<file path="src/rtl/speicher_arbiter.sv">
// speicher_arbiter: round-robin sharing of one single-port RAM between the instruction
// fetch port and the data port, with a per-transaction watchdog.
module speicher_arbiter #(
   parameter int ADDR_W  = 8,
   parameter int DATA_W  = 32,
   parameter int TIMEOUT = 64
) (
   input  logic              Clock,
   input  logic              Reset,
   input  logic              ILesen,
   input  logic [ADDR_W-1:0] IAdresse,
   output logic [DATA_W-1:0] IDaten,
   output logic              IGeladen,
   input  logic              DLesen,
   input  logic              DSchreiben,
   input  logic [ADDR_W-1:0] DAdresse,
   input  logic [DATA_W-1:0] DDatenRein,
   output logic [DATA_W-1:0] DDatenRaus,
   output logic              DGeladen,
   output logic              DGespeichert,
   output logic              RAMLesenAn,
   output logic              RAMSchreibenAn,
   output logic [ADDR_W-1:0] RAMAdresse,
   output logic [DATA_W-1:0] RAMDatenRein,
   input  logic [DATA_W-1:0] RAMDatenRaus,
   input  logic              RAMDatenBereit,
   input  logic              RAMDatenGeschrieben,
   output logic              Zeitueberschreitung
);
   localparam int CW = (TIMEOUT > 2) ? $clog2(TIMEOUT) : 1;
   localparam logic [CW-1:0] CNT_END = CW'(TIMEOUT - 1);
   localparam bit WD_ON = (TIMEOUT != 0);

   typedef enum logic [2:0] {LEERLAUF, INSTR, DATEN_L, DATEN_S, ABKLINGEN} state_t;

   state_t            state_q, state_d;
   logic              last_daten_q, last_daten_d;
   logic [CW-1:0]     cnt_q, cnt_d;
   logic [ADDR_W-1:0] addr_q, addr_d;
   logic [DATA_W-1:0] wdata_q, wdata_d;
   logic [DATA_W-1:0] idaten_q, idaten_d;
   logic [DATA_W-1:0] ddaten_q, ddaten_d;
   logic              igeladen_q, igeladen_d;
   logic              dgeladen_q, dgeladen_d;
   logic              dgespeichert_q, dgespeichert_d;
   logic              zeit_q, zeit_d;
   logic              grant_i, grant_d, busy, comp, abort, fin;

   always_ff @(posedge Clock or negedge Reset) begin
      if (!Reset) begin
         state_q        <= LEERLAUF;
         last_daten_q   <= 1'b1;
         cnt_q          <= '0;
         addr_q         <= '0;
         wdata_q        <= '0;
         idaten_q       <= '0;
         ddaten_q       <= '0;
         igeladen_q     <= 1'b0;
         dgeladen_q     <= 1'b0;
         dgespeichert_q <= 1'b0;
         zeit_q         <= 1'b0;
      end else begin
         state_q        <= state_d;
         last_daten_q   <= last_daten_d;
         cnt_q          <= cnt_d;
         addr_q         <= addr_d;
         wdata_q        <= wdata_d;
         idaten_q       <= idaten_d;
         ddaten_q       <= ddaten_d;
         igeladen_q     <= igeladen_d;
         dgeladen_q     <= dgeladen_d;
         dgespeichert_q <= dgespeichert_d;
         zeit_q         <= zeit_d;
      end
   end

   // In ABKLINGEN only the port not just served may be granted, so a held request is never served twice.
   always_comb begin
      grant_i = ILesen & (((state_q == LEERLAUF) & (!(DLesen | DSchreiben) | last_daten_q)) |
                          ((state_q == ABKLINGEN) & last_daten_q));
      grant_d = (DLesen | DSchreiben) & (((state_q == LEERLAUF) & (!ILesen | !last_daten_q)) |
                                         ((state_q == ABKLINGEN) & !last_daten_q));
      busy    = (state_q == INSTR) | (state_q == DATEN_L) | (state_q == DATEN_S);
      comp    = (((state_q == INSTR) | (state_q == DATEN_L)) & RAMDatenBereit) |
                ((state_q == DATEN_S) & RAMDatenGeschrieben);
      abort   = busy & !comp & WD_ON & (cnt_q == CNT_END);
      fin     = comp | abort;
      state_d = grant_i ? INSTR :
                grant_d ? (DSchreiben ? DATEN_S : DATEN_L) :
                fin ? ABKLINGEN :
                (state_q == ABKLINGEN) ? LEERLAUF : state_q;
   end

   always_comb begin
      igeladen_d     = fin & (state_q == INSTR);
      dgeladen_d     = fin & (state_q == DATEN_L);
      dgespeichert_d = fin & (state_q == DATEN_S);
      zeit_d         = abort;
      idaten_d       = igeladen_d ? (comp ? RAMDatenRaus : '0) : idaten_q;
      ddaten_d       = dgeladen_d ? (comp ? RAMDatenRaus : '0) : ddaten_q;
      addr_d         = grant_i ? IAdresse : grant_d ? DAdresse : addr_q;
      wdata_d        = (grant_d & DSchreiben) ? DDatenRein : wdata_q;
      last_daten_d   = grant_i ? 1'b0 : grant_d ? 1'b1 : last_daten_q;
      cnt_d          = (grant_i | grant_d) ? '0 : busy ? cnt_q + CW'(1) : cnt_q;
   end

   always_comb begin
      RAMLesenAn          = (state_q == INSTR) | (state_q == DATEN_L);
      RAMSchreibenAn      = (state_q == DATEN_S);
      RAMAdresse          = addr_q;
      RAMDatenRein        = wdata_q;
      IDaten              = idaten_q;
      IGeladen            = igeladen_q;
      DDatenRaus          = ddaten_q;
      DGeladen            = dgeladen_q;
      DGespeichert        = dgespeichert_q;
      Zeitueberschreitung = zeit_q;
   end
endmodule

</file>
<file path="config.mk">
export PLATFORM = sky130hd
export DESIGN_NAME = speicher_arbiter
export DESIGN_NICKNAME = d
export VERILOG_FILES = /design/src/rtl/speicher_arbiter.sv
export SDC_FILE = /design/constraint.sdc
export NUM_CORES = 1
export LEC_CHECK = 0
export BUFFER_PORTS_ARGS = -buffer_cell sky130_fd_sc_hd__buf_2
export CAP_MARGIN = 15
export CORE_UTILIZATION = 48
export CTS_CLUSTER_DIAMETER = 30
export DETAILED_ROUTE_END_ITERATION = 6
export GPL_ROUTABILITY_DRIVEN = 0
export MAX_ROUTING_LAYER = met4
export PLACE_DENSITY = 0.81
export SLEW_MARGIN = 20
export SYNTH_ARGS = -nofsm -noshare
export SYNTH_HDL_FRONTEND = slang
export SYNTH_SLANG_ARGS = --single-unit
</file>
<file path="constraint.sdc">
create_clock -name Clock -period 1.7 [get_ports Clock]
set_input_delay 0.51 -clock Clock [delete_from_list [all_inputs] [get_ports Clock]]
set_output_delay 0.51 -clock Clock [all_outputs]
set_load 0.01 [all_outputs]
</file>
==> flow_metrics.tcl, run 1 <==
set metrics [dict create \
    status "finished with violations" \
    violations "negative setup slack" \
    syn_to_final_growth_pct 40.0 \
    synth_warnings 0 \
    fp.dieH_um 101 \
    clkSinkCount 118 \
    synth.net_count 415 \
    slew_viol_final 0 \
    setup.worst_path.start_class "flop" \
    slew_headroom_pct 72.9 \
    skew_ns 0.0140 \
    vias 3643 \
    grt_max_degree 34 \
    worst_slew_pin_slew_ns 0.406 \
    syn_area_per_cell_um2 14.4 \
    cts_root_buffer "clkbuf_8" \
    ys.flop_type "dfrtp_1" \
    multiInputGateArea_um2 1590 \
    rsz0062_at_grt "yes" \
    grt_pass1_vias 3697 \
    grt_pass1_wl_um 18500 \
    nFillCells 718 \
    yosysSeqAreaShare_pct 62.8 \
    dp_cells 645 \
    cp.arrival_ns 1.39 \
    pre_cts_ws_ns 0.0227 \
    ys_seq_elements 118 \
    drc 0 \
    tritoncts "yes" \
    grt-ovfl-total 0 \
    dp_hpwl_um 8040 \
    dieArea_um2 10200 \
    track_usage_pct 24.4 \
    ios 197 \
    antenna_found_initial 0 \
    cts_buffer_depth 2 \
    max_freq_mhz 527 \
    rows 35 \
    cp-end-kind "primary output" \
    ir_worst_vdd_mv 0.828 \
    fin_crit_sh_pct 112 \
    setup_ws_ns -0.198 \
    numPortBuffers 196 \
    viasPerCell 5.30 \
    async_flop_share_pct 100 \
    crit_type "reg -> out" \
    p_per_area_nw_per_um2 1720 \
    final_layout_size_suffix_gt1_share_pct 55.2 \
    finalCriticalPeriod_ns 1.90 \
    diodes 0 \
    synth_enable_flop_cells 0 \
    insertion_delay_ns 0.49 \
    first_pass_iters 5 \
    hold_viol_final 0 \
    postLayoutCoreUtil_pct 70.3 \
    hold_class "in -> reg" \
    drt-initial-drc-count 181 \
    start_util_pct 50.2 \
    htree_levels 4 \
    crit_required_ns 1.19 \
    syn_inst 327 \
    syn-cell-area_um2 4710 \
    nets 633 \
    ys_types 46 \
    routedWlPerCell_um 17.2 \
    drt-total-wl_um 11800 \
    path_clk_slew_ns 0.06 \
    p_leak_nw 3.40 \
    setup_viol 2 \
    die_w_um 101 \
    cts_buffers 17 \
    ant_nets 0 \
    instances_no_fill 687 \
    final-seq-area_um2 2960 \
    maxCapViolCount 0 \
    whs_ns 0.244 \
    crit_fanout 3 \
    reg2reg_slack_ns 0.03 \
    core_area_um2 9370 \
]
cells by family after synthesis:
logic type | synth area share (%)
flip-flops | 62.8
AO/OA/AOI/OAI | 16.7
buffers and inverters | 4.20
AND/OR/NAND/NOR | 6.51
multiplexers | 8.45
adder cells (fa/ha/maj) | 0.266
XOR/XNOR | 1.12
synth_stat cells (3+ instances only):
library cell,count,share of area (%)
a21oi_1,3,0.32
inv_1,4,0.32
a221o_1,9,1.9
and2_0,8,1.1
nor2_1,10,0.80
buf_4,3,0.48
buf_2,8,0.85
nor3_1,4,0.43
mux2_2,22,5.3
xnor2_1,4,0.74
nand2_1,8,0.64
nand3_1,3,0.32
a22o_1,64,12
buf_6,10,2.4
dfrtp_1,117,62
mux2_4,10,3.2
o21ai_0,5,0.53
placed cells by master, fill, tap and decap left out, types with 3 or more instances in the layout:
cell type | netlist | routed
buf_2 | 8 | 195
dfrtp_1 | 117 | 114
a22o_1 | 64 | 64
mux2_2 | 22 | 22
clkbuf_16 | 0 | 16
buf_4 | 3 | 13
nor2_1 | 10 | 10
mux2_4 | 10 | 10
a221o_1 | 9 | 9
buf_12 | 0 | 9
nand2_1 | 8 | 8
and2_0 | 8 | 8
o21ai_0 | 5 | 5
xnor2_1 | 4 | 4
inv_1 | 4 | 4
nand3_1 | 3 | 3
nor2_2 | 2 | 3
o21ai_2 | 2 | 3
a21oi_1 | 3 | 3
nor3_1 | 4 | 3
clkinvlp_4 | 0 | 3
inv_6 | 0 | 3
clkinv_2 | 0 | 3
clkinv_4 | 0 | 3
dfrtp_2 | 0 | 3
final timing paths:
| kind | start | end | cells after the start |
|---|---|---|---|
| max in group asynchronous | Reset | DDatenRaus[9]$_DFFE_PN0P_ | 3 |
| setup / recovery | state_q[0]$_DFFE_PN0P_ | RAMLesenAn | 4 |
| hold reg to reg | RAMDatenRein[21]$_DFFE_PN0P_ | RAMDatenRein[21]$_DFFE_PN0P_ | 1 |
| setup reg to reg | state_q[1]$_DFFE_PN0P_ | state_q[0]$_DFFE_PN0P_ | 6 |
| min in group asynchronous | Reset | RAMDatenRein[31]$_DFFE_PN0P_ | 2 |
| hold / removal | IAdresse[1] | RAMAdresse[1]$_DFFE_PN0N_ | 2 |
state kept, by name, summed over array words and instances (netlist names):
signal               flops
DDatenRaus              32
IDaten                  32
RAMDatenRein            32
RAMAdresse               8
cnt_q                    6
state_q                  3
DGeladen                 1
DGespeichert             1
IGeladen                 1
Zeitueberschreitung      1
last_daten_q             1
area by class of cell:
cell class                      instances  share of cell area [%]
Clock buffer                           18                    6.49
Clock inverter                         14                    2.28
Inverter                                5                   0.285
Multi-Input combinational cell        183                    24.1
Sequential cell                       118                    44.9
Tap cell                              129                    2.45
Timing Repair Buffer                  220                    19.5
critical path, stage by stage, from the launching register on:
cell and delay [ns]:
dfrtp_2 0.43, buf_6 0.13, xnor2_1 0.11, nor2_1 0.08, buf_2 0.14
per-layer routing:
layer	global-route usage [%]	wire, um	vias up	share of wire (%)
met5	-	0	-	0
met2	42.1	6330	147	54
li1	-	-	1660	-
met4	7.36	90	0	0.76
met1	28.5	4790	1827	41
met3	5.27	582	9	4.9
metrics by stage:
stage          area, um^2  TNS [ns]  total power [mW]
2_1_floorplan        4710         0              6.32
3_3_place_gp         5900         0              7.79
3_5_place_dp         5900         0              7.95
4_1_cts              6550    -0.514              11.4
5_1_grt              6590    -0.559              11.9
6_report             6590    -0.338              11.3
report_power, final:
group          total (mW)  switching [mW]  internal [mW]
Clock                3.45            1.31           2.14
Sequential           4.66           0.682           3.98
Combinational        3.23            1.47           1.76
Total                11.3            3.46           7.88
what timing repair did:
item / CTS / global route
setup endpoints to repair: 2 / 107
hold endpoints to repair: 21 / 0
hold buffers: 1 / 0
pin swaps: 1 / 1
gates resized for setup: 6 / 3
buffers inserted: 6 / 2
cloned: 0 / 1
(Power assumes the default switching activity.)
==> run 2, diff against run 1 <==
CORE_UTILIZATION = 51   (was 48)
PLACE_DENSITY = 0.85   (was 0.81)
clock period = 2.38 ns   (was 1.7 ns; I/O delays follow)
==> flow_metrics.tcl, run 2 (synthesis gave the netlist of run 1 again) <==
set metrics [dict create \
    drt-total-wl_um 11600 \
    tritoncts "yes" \
    hold_viol_final 0 \
    finalCriticalPeriod_ns 2.22 \
    violations "design-rule violations" \
    drt-initial-drc-count 216 \
    nFillCells 636 \
    ant_nets 0 \
    track_usage_pct 25.5 \
    crit_fanout 9 \
    clkSinkCount 118 \
    reg2reg_slack_ns 0.62 \
    fp.dieH_um 98.1 \
    maxCapViolCount 0 \
    setup_ws_ns 0.162 \
    ir_worst_vdd_mv 0.621 \
    slew_headroom_pct 57.4 \
    skew_ns 0.0112 \
    grt_pass1_wl_um 18400 \
    viasPerCell 5.55 \
    rows 34 \
    grt-ovfl-total 0 \
    tns_ns 0 \
    cts_buffers 17 \
    hold_class "in -> async" \
    slew_viol_final 0 \
    setup.worst_path.start_class "flop" \
    drc 13 \
    core_area_um2 8850 \
    worst_slew_pin_slew_ns 0.639 \
    p_leak_nw 3.32 \
    first_pass_iters 7 \
    crit_chain "inv_2 -> nor3b_1 -> buf_2" \
    final_layout_size_suffix_gt1_share_pct 53.0 \
    antenna_found_initial 1 \
    startpoint "state_q[0]$_DFFE_PN0P_" \
    cp_slowest_cell "dfrtp_2" \
    final_common_cell "buf_2" \
    cts_root_buffer "clkbuf_8" \
    max_freq_mhz 451 \
    grt_max_degree 119 \
    crit_path_max_incr_delay_ns 0.48 \
    ios 197 \
    r2r-start "cnt_q[0]$_DFFE_PN0P_" \
    fin_crit_sh_pct 93.2 \
    start_util_pct 53.2 \
    syn_to_final_growth_pct 35.4 \
    crit_type "reg -> out" \
    grt_pass1_vias 3628 \
    setup_viol 0 \
    rsz0062_at_grt "no" \
    htree_levels 4 \
    vias 3605 \
    die_w_um 98.1 \
    dp_hpwl_um 7580 \
    pre_cts_ws_ns 0.513 \
    path_clk_slew_ns 0.06 \
    reg2reg_depth 6 \
    status "finished with violations" \
    routedWlPerCell_um 17.9 \
    p_per_area_nw_per_um2 1320 \
    cts_buffer_depth 2 \
    numPortBuffers 196 \
    cp.arrival_ns 1.50 \
    post_cts_buffers 0 \
    insertion_delay_ns 0.50 \
    report.power.total_mw 8.41 \
    cp-end-kind "primary output" \
    mostFrequentLayoutCells "195 x buf_2, 115 x dfrtp_1, 64 x a22o_1" \
    crit_required_ns 1.67 \
    dieArea_um2 9620 \
    nets 615 \
]
==> run 2: layout make-up <==
type / count / area, um^2 / area share (%)
flip-flops and latches: 118 / 2960 / 46.4
repair buffers: 203 / 1060 / 16.6
diodes: 1 / 2.50 / 0.0393
clock buffers: 18 / 418 / 6.56
clock inverters: 14 / 224 / 3.51
inverters: 5 / 18.8 / 0.294
well taps: 108 / 135 / 2.12
multi-input cells: 182 / 1560 / 24.5
==> run 2: worst paths after layout <==
path / endpoint
worst max-delay path: RAMSchreibenAn
min in group Clock: RAMDatenRein[20]$_DFFE_PN0P_
worst max register to register: DDatenRaus[11]$_DFFE_PN0P_
max in group asynchronous: DDatenRaus[10]$_DFFE_PN0P_
worst min register to register: IDaten[15]$_DFFE_PN0P_
worst min-delay path: DGespeichert$_DFF_PN0_
==> run 2: routing by layer <==
layer	global-route usage (%)	part of all wire [%]	vias up
met3	6.01	5.9	25
met1	30.2	39	1821
li1	-	-	1617
met5	-	0	-
met2	41.9	53	142
met4	10.4	2.0	0
==> run 2: per-stage QoR <==
step	hold WS [ns]	instance area, um^2	instances	util [%]
2_1_floorplan	0.418	4710	327	-
3_3_place_gp	0.482	5730	616	64.7
3_5_place_dp	0.487	5730	616	64.7
4_1_cts	0.317	6370	648	72.0
5_1_grt	0.321	6370	649	72.0
6_report	0.269	6370	649	72.0
==> run 2: critical path, delay by kind of cell (launching register included) <==
kind | cells | cell delay [ns]
and+or+nand+nor | 1 | 0.24
DFF | 1 | 0.48
buffers and inverters | 2 | 0.28
==> run 2: power breakdown <==
group          total (mW)  leakage [nW]  switching, mW  internal [mW]
Sequential           3.34          1.49          0.494           2.84
Clock                2.76         0.310          0.938           1.82
Combinational        2.31          1.52           1.06           1.25
==> run 2: timing repair <==
item                                   4_1_cts  5_1_grt
hold buffers                                 0        0
setup endpoints to repair                    0        1
endpoints found under the hold margin        0        0
resized for setup                            0        2
